===== src/rtl/rc4_pkg.sv =====
// ---------------------------------------------------------------------------
// rc4_pkg -- shared definitions for the RC4 decrypt sequencer.
//
// Contents:
//   MSG_LEN_DEF  default number of ciphertext bytes per run
//   S_AW         S RAM address width (256-entry permutation)
//   MSG_AW       ciphertext ROM / plaintext RAM address width
//   rc4_state_e  sequencer state encoding, one state per clock cycle
// ---------------------------------------------------------------------------
package rc4_pkg;

   localparam int MSG_LEN_DEF = 32;
   localparam int S_AW        = 8;
   localparam int MSG_AW      = 5;

   typedef enum logic [3:0] {
      ST_IDLE    = 4'd0,
      ST_INC_I   = 4'd1,
      ST_RD_SI   = 4'd2,
      ST_WAIT_SI = 4'd3,
      ST_GET_SI  = 4'd4,
      ST_RD_SJ   = 4'd5,
      ST_WAIT_SJ = 4'd6,
      ST_GET_SJ  = 4'd7,
      ST_WR_SI   = 4'd8,
      ST_WR_SJ   = 4'd9,
      ST_RD_F    = 4'd10,
      ST_WAIT_F  = 4'd11,
      ST_GET_F   = 4'd12,
      ST_WR_OUT  = 4'd13,
      ST_DONE    = 4'd14
   } rc4_state_e;

endpackage


===== src/rtl/rc4_decrypt_fsm.sv =====
// ---------------------------------------------------------------------------
// rc4_decrypt_fsm -- RC4 PRGA sequencer that decrypts MSG_LEN ciphertext bytes
// using an externally held S permutation RAM.
//
// Every memory has a registered address plus a registered read port: an
// address driven in cycle N yields data that is sampled in cycle N+2, so each
// read is RD (drive address), WAIT (hold address), GET (capture data).
//
// Ports:
//   clk        single clock
//   reset      synchronous, active-high
//   start      run request (level); honoured only in IDLE and DONE
//   done       high in DONE until start is seen low
//   busy       high whenever the block owns the S RAM (all but IDLE/DONE)
//   s_addr     S RAM address        s_wdata  S RAM write data
//   s_wren     S RAM write enable   s_rdata  S RAM read data
//   rom_addr   ciphertext ROM addr  rom_rdata ciphertext byte
//   out_addr   plaintext RAM addr   out_wdata plaintext byte
//   out_wren   plaintext RAM write enable
//
// Handshake: start is a level. In IDLE the first edge with start=1 launches a
// run; in DONE done stays high until an edge samples start=0. Elsewhere start
// is ignored. All unused addresses/write data are held at 0.
// ---------------------------------------------------------------------------
module rc4_decrypt_fsm
   import rc4_pkg::*;
#(
   parameter int MSG_LEN = MSG_LEN_DEF
) (
   input  logic              clk,
   input  logic              reset,
   input  logic              start,
   output logic              done,
   output logic              busy,
   output logic [S_AW-1:0]   s_addr,
   output logic [7:0]        s_wdata,
   output logic              s_wren,
   input  logic [7:0]        s_rdata,
   output logic [MSG_AW-1:0] rom_addr,
   input  logic [7:0]        rom_rdata,
   output logic [MSG_AW-1:0] out_addr,
   output logic [7:0]        out_wdata,
   output logic              out_wren
);

   localparam logic [MSG_AW-1:0] LAST_K = MSG_AW'(MSG_LEN - 1);

   rc4_state_e        state_q, state_d;
   logic [S_AW-1:0]   i_q, i_d;
   logic [S_AW-1:0]   j_q, j_d;
   logic [MSG_AW-1:0] k_q, k_d;
   logic [7:0]        si_q, si_d;
   logic [7:0]        sj_q, sj_d;
   logic [7:0]        f_q, f_d;
   logic [7:0]        c_q, c_d;

   always_ff @(posedge clk) begin
      if (reset) begin
         state_q <= ST_IDLE;
         i_q     <= '0;
         j_q     <= '0;
         k_q     <= '0;
         si_q    <= '0;
         sj_q    <= '0;
         f_q     <= '0;
         c_q     <= '0;
      end else begin
         state_q <= state_d;
         i_q     <= i_d;
         j_q     <= j_d;
         k_q     <= k_d;
         si_q    <= si_d;
         sj_q    <= sj_d;
         f_q     <= f_d;
         c_q     <= c_d;
      end
   end

   always_comb begin
      state_d   = state_q;
      i_d       = i_q;
      j_d       = j_q;
      k_d       = k_q;
      si_d      = si_q;
      sj_d      = sj_q;
      f_d       = f_q;
      c_d       = c_q;
      done      = 1'b0;
      busy      = 1'b1;
      s_addr    = '0;
      s_wdata   = '0;
      s_wren    = 1'b0;
      rom_addr  = '0;
      out_addr  = '0;
      out_wdata = '0;
      out_wren  = 1'b0;

      case (state_q)
         ST_IDLE: begin
            busy = 1'b0;
            if (start) begin
               i_d     = '0;
               j_d     = '0;
               k_d     = '0;
               state_d = ST_INC_I;
            end
         end
         ST_INC_I: begin
            i_d     = i_q + 8'd1;
            state_d = ST_RD_SI;
         end
         ST_RD_SI: begin
            s_addr  = i_q;
            state_d = ST_WAIT_SI;
         end
         ST_WAIT_SI: begin
            s_addr  = i_q;
            state_d = ST_GET_SI;
         end
         ST_GET_SI: begin
            si_d    = s_rdata;
            j_d     = j_q + s_rdata;
            state_d = ST_RD_SJ;
         end
         ST_RD_SJ: begin
            s_addr  = j_q;
            state_d = ST_WAIT_SJ;
         end
         ST_WAIT_SJ: begin
            s_addr  = j_q;
            state_d = ST_GET_SJ;
         end
         ST_GET_SJ: begin
            sj_d    = s_rdata;
            state_d = ST_WR_SI;
         end
         // When i==j both writes land on the same word with the same value.
         ST_WR_SI: begin
            s_addr  = i_q;
            s_wdata = sj_q;
            s_wren  = 1'b1;
            state_d = ST_WR_SJ;
         end
         ST_WR_SJ: begin
            s_addr  = j_q;
            s_wdata = si_q;
            s_wren  = 1'b1;
            state_d = ST_RD_F;
         end
         // Issued after both swap writes, so S[si+sj] reflects the swap.
         ST_RD_F: begin
            s_addr   = si_q + sj_q;
            rom_addr = k_q;
            state_d  = ST_WAIT_F;
         end
         ST_WAIT_F: begin
            s_addr   = si_q + sj_q;
            rom_addr = k_q;
            state_d  = ST_GET_F;
         end
         ST_GET_F: begin
            f_d     = s_rdata;
            c_d     = rom_rdata;
            state_d = ST_WR_OUT;
         end
         ST_WR_OUT: begin
            out_addr  = k_q;
            out_wdata = f_q ^ c_q;
            out_wren  = 1'b1;
            if (k_q == LAST_K) begin
               state_d = ST_DONE;
            end else begin
               k_d     = k_q + 5'd1;
               state_d = ST_INC_I;
            end
         end
         ST_DONE: begin
            busy = 1'b0;
            done = 1'b1;
            if (!start) begin
               state_d = ST_IDLE;
            end
         end
         default: begin
            busy    = 1'b0;
            state_d = ST_IDLE;
         end
      endcase
   end

endmodule


===== config.mk =====
export PLATFORM = sky130hd
export DESIGN_NAME = rc4_decrypt_fsm
export DESIGN_NICKNAME = d
export VERILOG_FILES = /design/src/rtl/rc4_pkg.sv /design/src/rtl/rc4_decrypt_fsm.sv
export SDC_FILE = /design/constraint.sdc
export NUM_CORES = 1
export LEC_CHECK = 0
export BUFFER_PORTS_ARGS = -buffer_cell sky130_fd_sc_hd__buf_4
export CORE_MARGIN = 2
export CORE_UTILIZATION = 30
export DETAILED_ROUTE_END_ITERATION = 7
export HOLD_SLACK_MARGIN = 0.1
export MAX_ROUTING_LAYER = met4
export SYNTH_ARGS = -nofsm -noshare
export SYNTH_HDL_FRONTEND = slang
export SYNTH_SLANG_ARGS = --single-unit

===== constraint.sdc =====
create_clock -name clk -period 2.95 [get_ports clk]
set_input_delay 0.1475 -clock clk [delete_from_list [all_inputs] [get_ports clk]]
set_output_delay 0.1475 -clock clk [all_outputs]
set_load 0.02 [all_outputs]

* Word level (Yosys, flattened, before mapping)
Index checks and enable logic that the tools add are counted.
** Storage, ports and cells
- Output and inout port bits :: 38
- Bits in registers :: 57
** Operators by class
- Multiplexer cells :: 19
- Bitwise operators :: 1
- $add $sub $neg :: 4
- Reductions and logical operators :: 13
- Equal/unequal tests :: 18
** Operators with widths (count)
- 4-bit case mux with 15 select lines :: 1
- 8-bit case mux with 2 select lines :: 3
- 4-bit equality test, second input constant :: 7
- 8-bit case mux with 3 select lines :: 1
- 5-bit 2-to-1 mux :: 4
- 8-bit adder :: 2
- 4-bit by 3-bit equality test with 1-bit output, second input constant :: 4
- 8-bit 2-to-1 mux :: 2
- 13-bit OR reduction :: 1
- 4-bit 2-to-1 mux :: 3
- 5-bit case mux with 2 select lines :: 1
- 8-bit by 1-bit adder with 8-bit output, second input constant :: 1
- 4-bit by 2-bit equality test with 1-bit output, second input constant :: 2
- 8-bit bitwise XOR :: 1
- 2-bit != test, second input constant :: 3
- 2-bit AND reduction :: 3
- 2-bit nonzero test :: 3
- 3-bit OR reduction :: 2
- 5-bit by 1-bit adder with 5-bit output, second input constant :: 1
- 5-bit equality test, second input constant :: 1
- 4-bit by 1-bit equality test with 1-bit output, second input constant :: 1
- 4-bit logical NOT :: 1
- 1-bit 2-to-1 mux :: 4
- 2-bit OR reduction :: 2
- 3-bit AND reduction :: 1

* Longest topological paths before layout
- Depth after elaboration :: 3
- Gate-level depth with buffers :: 9
- Depth with buffers taken out :: 9

* Least setup slack after synthesis
OpenSTA, ideal clock, no wires.
- Path type :: reg-to-output
- Start point :: register si_q[1]
- End point :: output port s_addr[7]
- Stages on the path, launching flop included :: 8
- Required time :: 2.803 ns
- Arrival :: 1.767 ns
- Path slack :: 1.036 ns
- Cell sequence :: dfxtp_1 -> ha_1 -> a21oi_1 -> nor2b_1 -> o31a_1 -> a311oi_1 -> xnor2_1 -> o21ai_1
** Between the ends
- Word-level cells in the longest chain between the ends :: 2
** RTL lines
- from (decl) :: line rc4_decrypt_fsm.sv:52 : logic [7:0] si_q, si_d;
- from (signal assigned) :: line rc4_decrypt_fsm.sv:72 : si_q <= si_d;
- 8-bit adder :: line rc4_decrypt_fsm.sv:152, rc4_decrypt_fsm.sv:157
- 8-bit case mux with 3 select lines :: line rc4_decrypt_fsm.sv:98 : case (state_q)
- to (decl) :: line rc4_decrypt_fsm.sv:35 : output logic [S_AW-1:0] s_addr,
No other way between the ends.

* Worst setup path in the final report
- Start point :: register state_q[3]
- End point :: output port s_addr[1]
** Between the ends
- Word-level cells in the longest chain between the ends :: 3
- Elaborated cells between the ends (all ways) :: 12
- Classes of those cells :: 8 x eq/ne; 1 x mux; 3 x reduce/logical
** RTL lines
- from (decl) :: line rc4_decrypt_fsm.sv:48 : rc4_state_e state_q, state_d;
- from (signal assigned) :: line rc4_decrypt_fsm.sv:68 : state_q <= state_d;
- 4-bit equality test, or another cell as far along :: line rc4_decrypt_fsm.sv:98
- 3-bit OR reduction (no source line) / 2-bit OR reduction (equally long branches)
- 8-bit case mux with 3 select lines (*) :: line rc4_decrypt_fsm.sv:98
Mark *: on every way between the ends. The rest lies on a longest branch, timed or not.

==> results.md <==
- DR WL/cell: 13.6 µm
- YS warnings: 0
- Leading area contributor after synthesis: dfxtp_1
- Synth Area per Inst: 7.65 µm²
- Post-Syn Area: about 3300 µm²
- Starting density of the core: between 30 and 40%
- DRT Pass-1 Iters: 4
- FILL cells: roughly 1,100
- Fin Setup TNS: 0 ns
- CP Data Arrival Time: between 2 and 2.5 ns
- Asr flop ratio synth: 0%
- Final Hold Viols: 0
- Reg-to-reg slack, setup: between 0.8 and 0.9 ns
- Post-DP HPWL: between 6 and 7 mm
- Clock transition at the registers of the reported paths: around 0.08 ns
- FF-to-FF path depth: 4
- Sequential-to-total area share from yosys stat: 34.5%
- Critical Setup Path Class: flop to output port
- Area of the core: about 11,000 µm²
- Slowest CP cell: dfxtp_1
- CP startpoint kind: flop
- Via Count: around 3,200
- Max Cap Violations: 0
- Syn nets: between 400 and 500
- DIE AREA: about 12,000 µm²
- Skew-Pair Late Insertion Delay: 0.34 ns
- N_diodes: 0
- Most used cell, CP: nor2_1
- Vias in the first global route: 2,983
- Die Ht: roughly 110 µm
- Clk sink count: between 50 and 60
- Setup Skew: roughly 0.0083 ns
- DP Worst Slack: between 0.8 and 0.9 ns
- Final Power: between 0.0015 and 0.002 W
- Commonest cells in the netlist: nand2_1, a21oi_1, dfxtp_1
- R2r endpoint: c_q[4]
- CP cell instances: nand2b_1 > nor2_1 > a21oi_1 > nor2_1 > a22oi_1 > o21ai_0 > buf_4
- Critical R2R Launch: state_q[2]
- Area growth syn-to-layout: 27.1%
- CP Launch Point: state_q[3]
- #FFs+latches synth: between 50 and 60
- Dpl cells: 610
- # Post-CTS Setup Buffers: 0
- Status: complete, no violations
- H-tree levels: 3
- DRT antenna net count: 0
- Post-synthesis cell count: 432
- RSZ-0062 raised after global routing: no
- Peak supply drop: 219 µV
- Period utilisation layout: 86.8%
- Non-Filler Instances: 642
- Gr usage total: ~16%
- Final setup fails: 0
- Maximum root-to-sink buffer count: 2
- GR Overflow Total: 0
- Worst Hold Class: primary input to flop
- Synth top area cells: dfxtp_1, nand2_1, a21oi_1
- Core Rows: 38
- TritonCTS buffer count: 9
- Final nets: about 540
- Fin crit period: roughly 2.6 ns
- Register area: 1140 µm²
- Final GP Congestion: between 0.8 and 0.9
- # IOs: 57
- End of the critical path: s_addr[1]
- Top cell type's share of synthesized area: about a third
- WP data required: around 2.8 ns
- Clk Tree Root Cell: clkbuf_8
- Top FF cell, synth: dfxtp_1
- First-pass GRT wire length: around 14 mm
- DR vias/cell: about 4.9
- Worst-Margin Slew: 1.01 ns
- Drt initial violations: 174
- Crit path largest cell delay: between 0.6 and 0.7 ns
- CP Max Fanout: 16
- Final wirelength: roughly 8.7 mm
- Number of synthesized flops with an enable pin: 0
- Hold Worst Slack: around 0.21 ns
- Setup WS post-layout: roughly 0.39 ns
- Leak Pwr: between 1.5 and 2 nW
- Max Freq: about 0.39 GHz
- Area occupied by multi-input gates: a little over 2000 µm²
- DRC: 0
- PD cells: 413 nW/µm²
- Max_slew headroom: about a third
- IO Port Bufs: 56
- Synth cell types: 55
- Pin count of the biggest net entering global routing: between 50 and 60
- CTS tree: built
- Initial antenna violation count: 0
- Most common cell in the netlist: nand2_1
- Layout cell share with drive strength beyond 1: roughly 18%
- Fin. max-slew vios: 0
- DIE WIDTH: approximately 110 µm
- Setup crit end kind: output port
-- power breakdown --
part	internal, W	leakage (nW)	total [W]	switching, W
combinational	0.0000792	1.05	0.000183	0.000104
sequential	0.000778	0.460	0.000800	0.0000213
clock	0.000414	0.0985	0.000754	0.000340
total	0.00127	1.61	0.00174	0.000465
-- layout by cell type, fill, tap and decap left out, types with 2 or more instances in the layout --
| cell | synthesis | final |
|---|---|---|
| xnor2_1 | 17 | 17 |
| mux2i_1 | 10 | 10 |
| clkinvlp_4 | 0 | 2 |
| a211oi_1 | 3 | 3 |
| o21bai_1 | 2 | 2 |
| nand3_1 | 13 | 13 |
| clkbuf_8 | 0 | 10 |
| fa_1 | 2 | 2 |
| nor4_1 | 2 | 2 |
| and2_1 | 11 | 11 |
| o21ai_1 | 7 | 7 |
| or3_1 | 3 | 3 |
| nor2_2 | 2 | 2 |
| nor3_1 | 7 | 7 |
| nor2_1 | 43 | 43 |
| a222oi_1 | 2 | 2 |
| ha_1 | 17 | 17 |
| clkinv_4 | 0 | 2 |
| o211ai_1 | 2 | 2 |
| nand2b_1 | 3 | 3 |
| nor2b_1 | 5 | 5 |
| nand4_1 | 2 | 2 |
| dfxtp_1 | 57 | 57 |
| xor2_1 | 4 | 4 |
| a21oi_1 | 59 | 59 |
| dlygate4sd3_1 | 0 | 16 |
| nand2_1 | 82 | 82 |
| inv_1 | 9 | 9 |
| a211o_1 | 2 | 2 |
| o21ai_0 | 8 | 8 |
| inv_2 | 4 | 4 |
| a22oi_1 | 7 | 7 |
| buf_4 | 0 | 60 |
| a21o_1 | 2 | 2 |
| and3_1 | 2 | 2 |
-- final cells by class --
cell class / count / area share, %
clock inverter: 6 / 1.61
inverter: 13 / 1.16
sequential: 57 / 27.1
tap: 140 / 4.17
clock buffer: 10 / 3.27
multi-input combinational: 340 / 48.1
timing repair buffer: 76 / 14.5
-- how the worst min path moves through the flow --
stage / startpoint / to / depth (start not counted)
2_1_floorplan: reset / state_q[0] / 1
3_3_place_gp: rom_rdata[0] / c_q[0] / 3
3_5_place_dp: rom_rdata[2] / c_q[2] / 3
4_1_cts: start / state_q[2] / 3
5_1_grt: start / state_q[2] / 3
6_report: start / state_q[2] / 3
-- cell families (layout without fill, tap and decap cells) --
family	Yosys count	in the layout	share of synthesized area [%]
DFF	57	57	34.5
muxes	13	13	4.16
AOI/OAI and AO/OA	103	103	18.2
buffers and inverters	35	105	4.31
xor gates and xnor gates	21	21	5.56
and+or+nand+nor	184	184	25.6
adders and majority gates	19	19	7.64
-- registers in the layout, summed over array words and instances (netlist names) --
signal,flops
c_q,8
f_q,8
i_q,8
j_q,8
si_q,8
sj_q,8
k_q,5
state_q,4
-- what timing repair did --
item / CTS / global route
endpoints found under the setup margin: 0 / 0
hold buffers: 16 / 0
hold endpoints to repair: 30 / 0
gates resized for setup: 0 / 0
-- worst max-delay path: cells and delay by family, from the launching register on --
family	cells	cell delay [ns]
AND/OR/NAND/NOR	3	0.77
flip-flops	1	0.69
buffers and inverters	1	0.19
AO/OA/AOI/OAI	3	0.42
-- per-layer routing --
metal,routed length (µm),up-vias,track usage [%]
met5,0,-,-
met4,135,0,6.50
met3,349,17,2.51
met2,4120,61,25.5
met1,4140,1464,20.4
li1,-,1620,-
-- through the flow --
| step | cell area (µm²) | utilization, % |
|---|---|---|
| after global placement | 3840 | 35.6 |
| final | 4200 | 39.0 |
| after CTS | 4200 | 39.0 |
| after global routing | 4200 | 39.0 |
| after floorplan | 3310 | - |
| after detailed placement | 3840 | 35.6 |
(Power assumes the default switching activity.)
